[config.mk]
export PLATFORM = sky130hd
export DESIGN_NAME = fetch_unit
export DESIGN_NICKNAME = d
export VERILOG_FILES = /design/src/rtl/fetch_unit.sv
export SDC_FILE = /design/constraint.sdc
export NUM_CORES = 1
export LEC_CHECK = 0
export CORE_MARGIN = 2
export CORE_UTILIZATION = 59
export CTS_BUF_LIST = sky130_fd_sc_hd__clkbuf_4
export DETAILED_ROUTE_END_ITERATION = 10
export PLACE_DENSITY = 0.88
export SLEW_MARGIN = 10
export SYNTH_ARGS = -nofsm -noshare
export SYNTH_HDL_FRONTEND = slang
export SYNTH_SLANG_ARGS = --single-unit
export TNS_END_PERCENT = 30
[constraint.sdc]
create_clock -name i_clk -period 9.5 [get_ports i_clk]
set_clock_uncertainty 0.05 [all_clocks]
set_input_delay 2.85 -clock i_clk [delete_from_list [all_inputs] [get_ports i_clk]]
set_output_delay 2.85 -clock i_clk [all_outputs]
set_load 0.02 [all_outputs]
[src/rtl/fetch_unit.sv]
// fetch_unit: instruction fetch stage with req/ack memory bus, one-entry skid buffer and branch redirect
//   i_clk, i_rst          clock, asynchronous active-high reset
//   i_stall               back-end cannot accept o_inst this cycle
//   i_branch_en/addr      redirect pulse and target
//   o_imem_req/addr       registered fetch request, held until acked
//   i_imem_ack/data       same-cycle memory response
//   o_inst/valid/pc       instruction to decoder, its valid flag and fetch address
module fetch_unit #(
  parameter logic [15:0] RESET_PC = 16'h0000,
  parameter logic [15:0] PC_INC = 16'd1
) (
  input  logic        i_clk,
  input  logic        i_rst,
  input  logic        i_stall,
  input  logic        i_branch_en,
  input  logic [15:0] i_branch_addr,
  output logic        o_imem_req,
  output logic [15:0] o_imem_addr,
  input  logic        i_imem_ack,
  input  logic [15:0] i_imem_data,
  output logic [15:0] o_inst,
  output logic        o_inst_valid,
  output logic [15:0] o_pc
);
  localparam logic [1:0] S_RST = 2'd0;
  localparam logic [1:0] S_FETCH = 2'd1;
  localparam logic [1:0] S_FULL = 2'd2;
  localparam logic [1:0] S_DRAIN = 2'd3;
  logic [1:0] state_q, state_d;
  logic req_q, req_d, valid_q, valid_d;
  logic [15:0] addr_q, addr_d, inst_q, inst_d, pc_q, pc_d;
  logic [15:0] skid_inst_q, skid_inst_d, skid_pc_q, skid_pc_d, tgt_q, tgt_d;
  logic ack, take;
  assign ack = req_q & i_imem_ack;
  // output register can load new data: empty, or being consumed this cycle
  assign take = ~valid_q | ~i_stall;
  always_comb begin
    state_d = state_q;
    req_d = req_q;
    addr_d = addr_q;
    inst_d = inst_q;
    pc_d = pc_q;
    valid_d = valid_q;
    skid_inst_d = skid_inst_q;
    skid_pc_d = skid_pc_q;
    tgt_d = tgt_q;
    if (state_q == S_RST) begin
      state_d = S_FETCH;
      req_d = 1'b1;
    end else if (i_branch_en) begin
      valid_d = 1'b0;
      // an unacked request must complete before the bus can be redirected
      if (req_q && !i_imem_ack) begin
        tgt_d = i_branch_addr;
        state_d = S_DRAIN;
      end else begin
        addr_d = i_branch_addr;
        req_d = 1'b1;
        state_d = S_FETCH;
      end
    end else begin
      case (state_q)
        S_FETCH: begin
          if (ack && take) begin
            inst_d = i_imem_data;
            pc_d = addr_q;
            valid_d = 1'b1;
            addr_d = addr_q + PC_INC;
          end else if (ack) begin
            skid_inst_d = i_imem_data;
            skid_pc_d = addr_q;
            addr_d = addr_q + PC_INC;
            req_d = 1'b0;
            state_d = S_FULL;
          end else if (take) begin
            valid_d = 1'b0;
          end
        end
        S_FULL: begin
          if (!i_stall) begin
            inst_d = skid_inst_q;
            pc_d = skid_pc_q;
            req_d = 1'b1;
            state_d = S_FETCH;
          end
        end
        S_DRAIN: begin
          valid_d = 1'b0;
          if (ack) begin
            addr_d = tgt_q;
            state_d = S_FETCH;
          end
        end
        default: state_d = S_RST;
      endcase
    end
  end
  always_ff @(posedge i_clk or posedge i_rst) begin
    if (i_rst) begin
      state_q <= S_RST;
      req_q <= 1'b0;
      addr_q <= RESET_PC;
      inst_q <= 16'h0000;
      pc_q <= 16'h0000;
      valid_q <= 1'b0;
      skid_inst_q <= 16'h0000;
      skid_pc_q <= 16'h0000;
      tgt_q <= 16'h0000;
    end else begin
      state_q <= state_d;
      req_q <= req_d;
      addr_q <= addr_d;
      inst_q <= inst_d;
      pc_q <= pc_d;
      valid_q <= valid_d;
      skid_inst_q <= skid_inst_d;
      skid_pc_q <= skid_pc_d;
      tgt_q <= tgt_d;
    end
  end
  assign o_imem_req = req_q;
  assign o_imem_addr = addr_q;
  assign o_inst = inst_q;
  assign o_inst_valid = valid_q;
  assign o_pc = pc_q;
endmodule

[Yosys cells after proc, flatten, opt, wreduce, memory -nomap -nowiden]
Cells that the tools add are included.
Word-level totals
  register bits: 100
  input port bits: 37
  output and inout bits: 50
  word-level logic and storage cells: 78
Cells by class
  add/sub/neg operators: 1
  equality and inequality tests: 15
  muxes and demuxes: 32
  bitwise gates (word level): 7
  reduce and logical (&&, ||, !) cells: 14
Operator list (count)
  $mux 16: 9
  $pmux 16 s2: 3
  $ne 4x4->1 const B: 7
  $reduce_and 5->1: 4
  $add 16x1->16 const B: 1
  $mux 2: 7
  $mux 1: 10
  $reduce_and 4->1: 2
  $ne 2x2->1 const B: 3
  $ne 3x3->1 const B: 2
  $pmux 2 s3: 1
  $not 1->1: 5
  $eq 2x2->1 const B: 2
  $pmux 1 s2: 2
  $reduce_bool 4->1: 1
  $reduce_and 3->1: 1
  $reduce_bool 3->1: 1
  $eq 2x1->1 const B: 1
  $logic_and 1x1->1: 2
  $logic_not 2->1: 1
  $reduce_bool 2->1: 1
  $and 1x1->1: 1
  $logic_not 1->1: 1
  $or 1x1->1: 1

[Logic depth before layout (Yosys ltp)]
  depth after elaboration: 7
  gate-level depth with buffers: 8
  gate-level depth less buffers: 6

[Least setup slack after synthesis]
No wires, ideal clock.
  path kind: input -> register
  from: input i_imem_ack
  to: register skid_inst_q[10]
  library setup time: 0.125 ns
  arrival: 4.092 ns
  required time: 9.325 ns
  setup slack: 5.233 ns
  stages: 5
  path buffers: 1
  cell sequence: nand2_2 -> or4_4 -> nor2_4 -> buf_6 -> mux2_2
Between the ends
  word-level cells in the longest chain between the ends: 4
Ends and longest elaborated chain
  from (decl): line 19  | input logic i_imem_ack,
  $and 1x1->1 (*): line 34  | assign ack = req_q & i_imem_ack;
  $logic_and 1x1->1: line 64  | if (ack && take) begin
  $not 1->1 (no line)
  $reduce_and 5->1 (no line) (*)
  to (signal assigned): line 116  | skid_inst_q <= skid_inst_d;
  to (decl): line 32  | logic [15:0] skid_inst_q, skid_inst_d, skid_pc_q, skid_pc_d, tgt_q, tgt_d;
Mark *: on every way between the ends. The rest lies on a longest branch, timed or not.
A chain may end at the register's enable or synchronous reset.

[Worst setup path in the final report]
  from: input i_branch_en
  to: register skid_pc_q[11]
Between the ends
  word-level cells in the longest chain between the ends: 2
Ends and longest elaborated chain
  from (decl): line 15  | input logic i_branch_en,
  $not 1->1 (no line)
  $reduce_and 5->1 (no line)
  to (signal assigned): line 117  | skid_pc_q <= skid_pc_d;
  to (decl): line 32
No other way between the ends.

==> impl_summary.log <==
INFO  metric mappedNetlistNets = 511
INFO  metric grt_pass1_vias = 3876
INFO  metric antenna_cells = 0
INFO  metric layout_common_cells = sky130_fd_sc_hd__dfrtp_1, sky130_fd_sc_hd__clkdlybuf4s50_1, sky130_fd_sc_hd__a21oi_1, sky130_fd_sc_hd__nor2_1, sky130_fd_sc_hd__mux2_2
INFO  metric timing.critical_path.from_type = input pin
INFO  metric detail_route.drc_violations = 0
INFO  metric worstHoldStart = skid_inst_q[8]$_DFFE_PP0P_
INFO  metric post_cts_resized = 0
INFO  metric post-dp-hpwl = 7.735 mm
INFO  metric setup.worst_path.end = skid_pc_q[11]$_DFFE_PP0P_
INFO  metric dr.first_iter.drc_count = 330
INFO  metric power_leakage = 2.475 nW
INFO  metric cts-htree-levels = 3
INFO  metric max_slew.worst_pin.slew = 945.8 ps
INFO  metric drtPass1Iterations = 5
INFO  metric drtAntennaViolNets = 0
INFO  metric pwr_density_cell = 328.5 mW/mm2
INFO  metric worstPathRequired = 9790 ps
INFO  metric cts-buffers-inserted = 9
INFO  metric synth-seq-cells = 100
INFO  metric total_neg_setup_slack = 0 ps
INFO  metric nNetsFinal = 581
INFO  metric number_of_antenna_violations_at_the_first_check_in_global_routing = 0
INFO  metric ys_seq_area_share = 50.38%
INFO  metric timing.hold.worst.class = reg2reg
INFO  metric timing_max_transition_violations_final = 0
INFO  metric period_needed = 4995 ps
INFO  metric maximum_fanout_encountered_on_the_critical_timing_path = 41
INFO  metric postCtsSetupBuffers = 0
INFO  metric upper_clock_frequency_limit = 200.2 MHz
INFO  metric route.final.wire_length = 11.36 mm
INFO  metric fillers = 596
INFO  metric worst_setup_path_startpoint = i_branch_en
INFO  metric globalplace.congestion = 0.8562
INFO  metric floorplan.die.width = 95.76 um
INFO  metric async_flop_share = 100.0%
INFO  metric synth_cell_type_count = 50
INFO  metric via_per_inst = 6.116
INFO  metric critical_path.endpoint_type = register
INFO  metric area_growth = 20.53%
INFO  metric clock_insertion_delay_worst_skew = 440 ps
INFO  metric tritoncts = yes
INFO  metric dpl.cell_count = 630
INFO  metric synth-edff-count = 0
INFO  metric fp.dieH = 95.76 um
INFO  metric yosys_warnings = 0
INFO  metric grt_first_pass_wirelength = 18.37 mm
INFO  metric r2r_end = skid_pc_q[11]$_DFFE_PP0P_
INFO  metric grt_remaining_overflow = 0
INFO  metric result_of_the_run = completed
INFO  metric grt_start_max_net_pins = 65
INFO  metric worstRegToRegCells = 6
INFO  metric cts_num_sinks = 100
INFO  metric maxSlewHeadroom = 36.80%
INFO  metric netlist_area_before_placement = 0.004967 mm2
INFO  metric final_report_setup_violation_count = 0
INFO  metric layout-drive-gt1-share = 14.05%
INFO  metric clock_tree.buffer_depth = 2
INFO  metric clk_pin_slew_worst_setup_hold_paths = 170 ps
INFO  metric reg2reg_from = state_q[1]$_DFFE_PP0P_
INFO  metric wl_per_cell = 17.58 um
INFO  metric route.vias.total = 3951
INFO  metric grt_util_all_layers = 26.11%
INFO  metric core_ar = 0.008175 mm2
INFO  metric place.port_buffers = 86
INFO  metric hold_buffers = 0
INFO  metric vdd_ir_drop_max = 0.3121 mV
INFO  metric drv_cap = 0
INFO  metric cts-root-buf = sky130_fd_sc_hd__clkbuf_4
INFO  metric rsz_0062_raised_after_global_routing = no
INFO  metric synth-main-ff-cell = sky130_fd_sc_hd__dfrtp_1
INFO  metric reg2reg_setup_slack = 6640 ps
INFO  metric post_synthesis_area_per_instance = 10.66 um2
INFO  metric dieArea = 0.009169 mm2
INFO  metric hold_viol = 0
INFO  metric floorplan.initialDensity = 60.76%
INFO  metric layout.cells.most_common = sky130_fd_sc_hd__dfrtp_1
INFO  metric design.portCount = 87
INFO  metric postSynthCellCount = 466
INFO  metric final_cells = 646
INFO  metric finalCritPeriodShare = 52.58%
INFO  metric rows = 33
INFO  metric timing_worst_setup_path_type = in2reg
INFO  metric worstPathArrival = 5280 ps
-- worst min-delay path by stage --
| stage | end | slack, ps | depth (start not counted) |
|---|---|---|---|
| after floorplan | skid_inst_q[8]$_DFFE_PP0P_ | 410 | 1 |
| after global placement | skid_inst_q[8]$_DFFE_PP0P_ | 420 | 1 |
| after detailed placement | skid_inst_q[8]$_DFFE_PP0P_ | 430 | 1 |
| after CTS | skid_inst_q[8]$_DFFE_PP0P_ | 470 | 1 |
| after global routing | tgt_q[10]$_DFFE_PP0P_ | 480 | 1 |
| final | skid_inst_q[8]$_DFFE_PP0P_ | 460 | 1 |
-- metal layers --
layer / wire length [um] / vias up / GRT usage (%)
met3: 661 / 33 / 4.699
met1: 4608 / 1936 / 34.19
met5: 0 / - / 0
li1: - / 1819 / -
met2: 5810 / 163 / 43.41
met4: 277 / 0 / 10.24
-- power by group --
part	switching (mW)	internal, mW	leakage (nW)
combinational	0.518	0.453	1.19
sequential	0.174	0.614	1.21
clock	0.149	0.0584	0.0730
-- logic make-up after synthesis --
logic type,count (synthesis),synth area share (%)
flip-flops,100,50.38
buffers and inverters,44,4.131
multiplexers,82,17.71
AO/OA/AOI/OAI,118,14.36
AND/OR/NAND/NOR,111,10.88
XOR/XNOR,3,0.5291
adder cells (fa/ha/maj),8,2.015
-- Yosys cell counts (3+ instances only) --
cell type                   instances  area, um2
sky130_fd_sc_hd__a211oi_1           6      45.04
sky130_fd_sc_hd__a21boi_0           3      22.52
sky130_fd_sc_hd__a21oi_1           58      290.3
sky130_fd_sc_hd__a31oi_1            4      25.02
sky130_fd_sc_hd__and3_1             4      25.02
sky130_fd_sc_hd__and4_1             3      26.28
sky130_fd_sc_hd__buf_1              4      15.01
sky130_fd_sc_hd__buf_2             11      55.05
sky130_fd_sc_hd__buf_6              3      33.78
sky130_fd_sc_hd__clkbuf_1          14      52.55
sky130_fd_sc_hd__dfrtp_1          100       2502
sky130_fd_sc_hd__ha_1               8      100.1
sky130_fd_sc_hd__inv_1             11      41.29
sky130_fd_sc_hd__mux2_2            46      518.0
sky130_fd_sc_hd__mux2i_1           35      350.3
sky130_fd_sc_hd__nand2_1           18      67.56
sky130_fd_sc_hd__nand2b_1           7      43.79
sky130_fd_sc_hd__nand3_1            5      25.02
sky130_fd_sc_hd__nand4_1            4      25.02
sky130_fd_sc_hd__nor2_1            48      180.2
sky130_fd_sc_hd__nor3_1             8      40.04
sky130_fd_sc_hd__nor4_1             4      25.02
sky130_fd_sc_hd__o21ai_0           25      125.1
sky130_fd_sc_hd__o2bb2ai_1          3      26.28
sky130_fd_sc_hd__o311ai_0           3      26.28
sky130_fd_sc_hd__xnor2_1            3      26.28
-- critical path: stages --
cell	delay, ps
sky130_fd_sc_hd__clkdlybuf4s50_1	390
sky130_fd_sc_hd__buf_4	260
sky130_fd_sc_hd__or4_4	600
sky130_fd_sc_hd__nor2_4	720
sky130_fd_sc_hd__mux2_2	420
-- flip-flops by register name (all words and copies together) (netlist names) --
register	flops
o_imem_addr	16
o_imem_req	1
o_inst	16
o_inst_valid	1
o_pc	16
skid_inst_q	16
skid_pc_q	16
state_q	2
tgt_q	16
-- cell type report --
type                       instances  area, um2  area share [%]
timing repair buffer              92      905.9           15.13
multi-input combinational        322       2280           38.08
clock buffer                       9      67.56           1.129
tap                              105      131.4           2.194
sequential                       100       2502           41.80
clock inverter                     7      56.30          0.9404
inverter                          11      43.79          0.7315
-- metrics by stage --
| stage | area, um2 | total power, mW | hold WS (ps) | worst slack [ps] | util, % |
|---|---|---|---|---|---|
| final | 5987 | 1.966 | 463.3 | 4505 | 73.23 |
| after global routing | 5987 | 2.107 | 481.1 | 4410 | 73.23 |
| after CTS | 5984 | 1.972 | 468.8 | 4495 | 73.20 |
| after detailed placement | 5861 | 1.767 | 431.6 | 4003 | 71.69 |
| after global placement | 5861 | 1.707 | 418.5 | 4102 | 71.69 |
| after floorplan | 4967 | 1.386 | 407.8 | 3981 | - |
No activity file was read; power rests on OpenSTA's default activity.
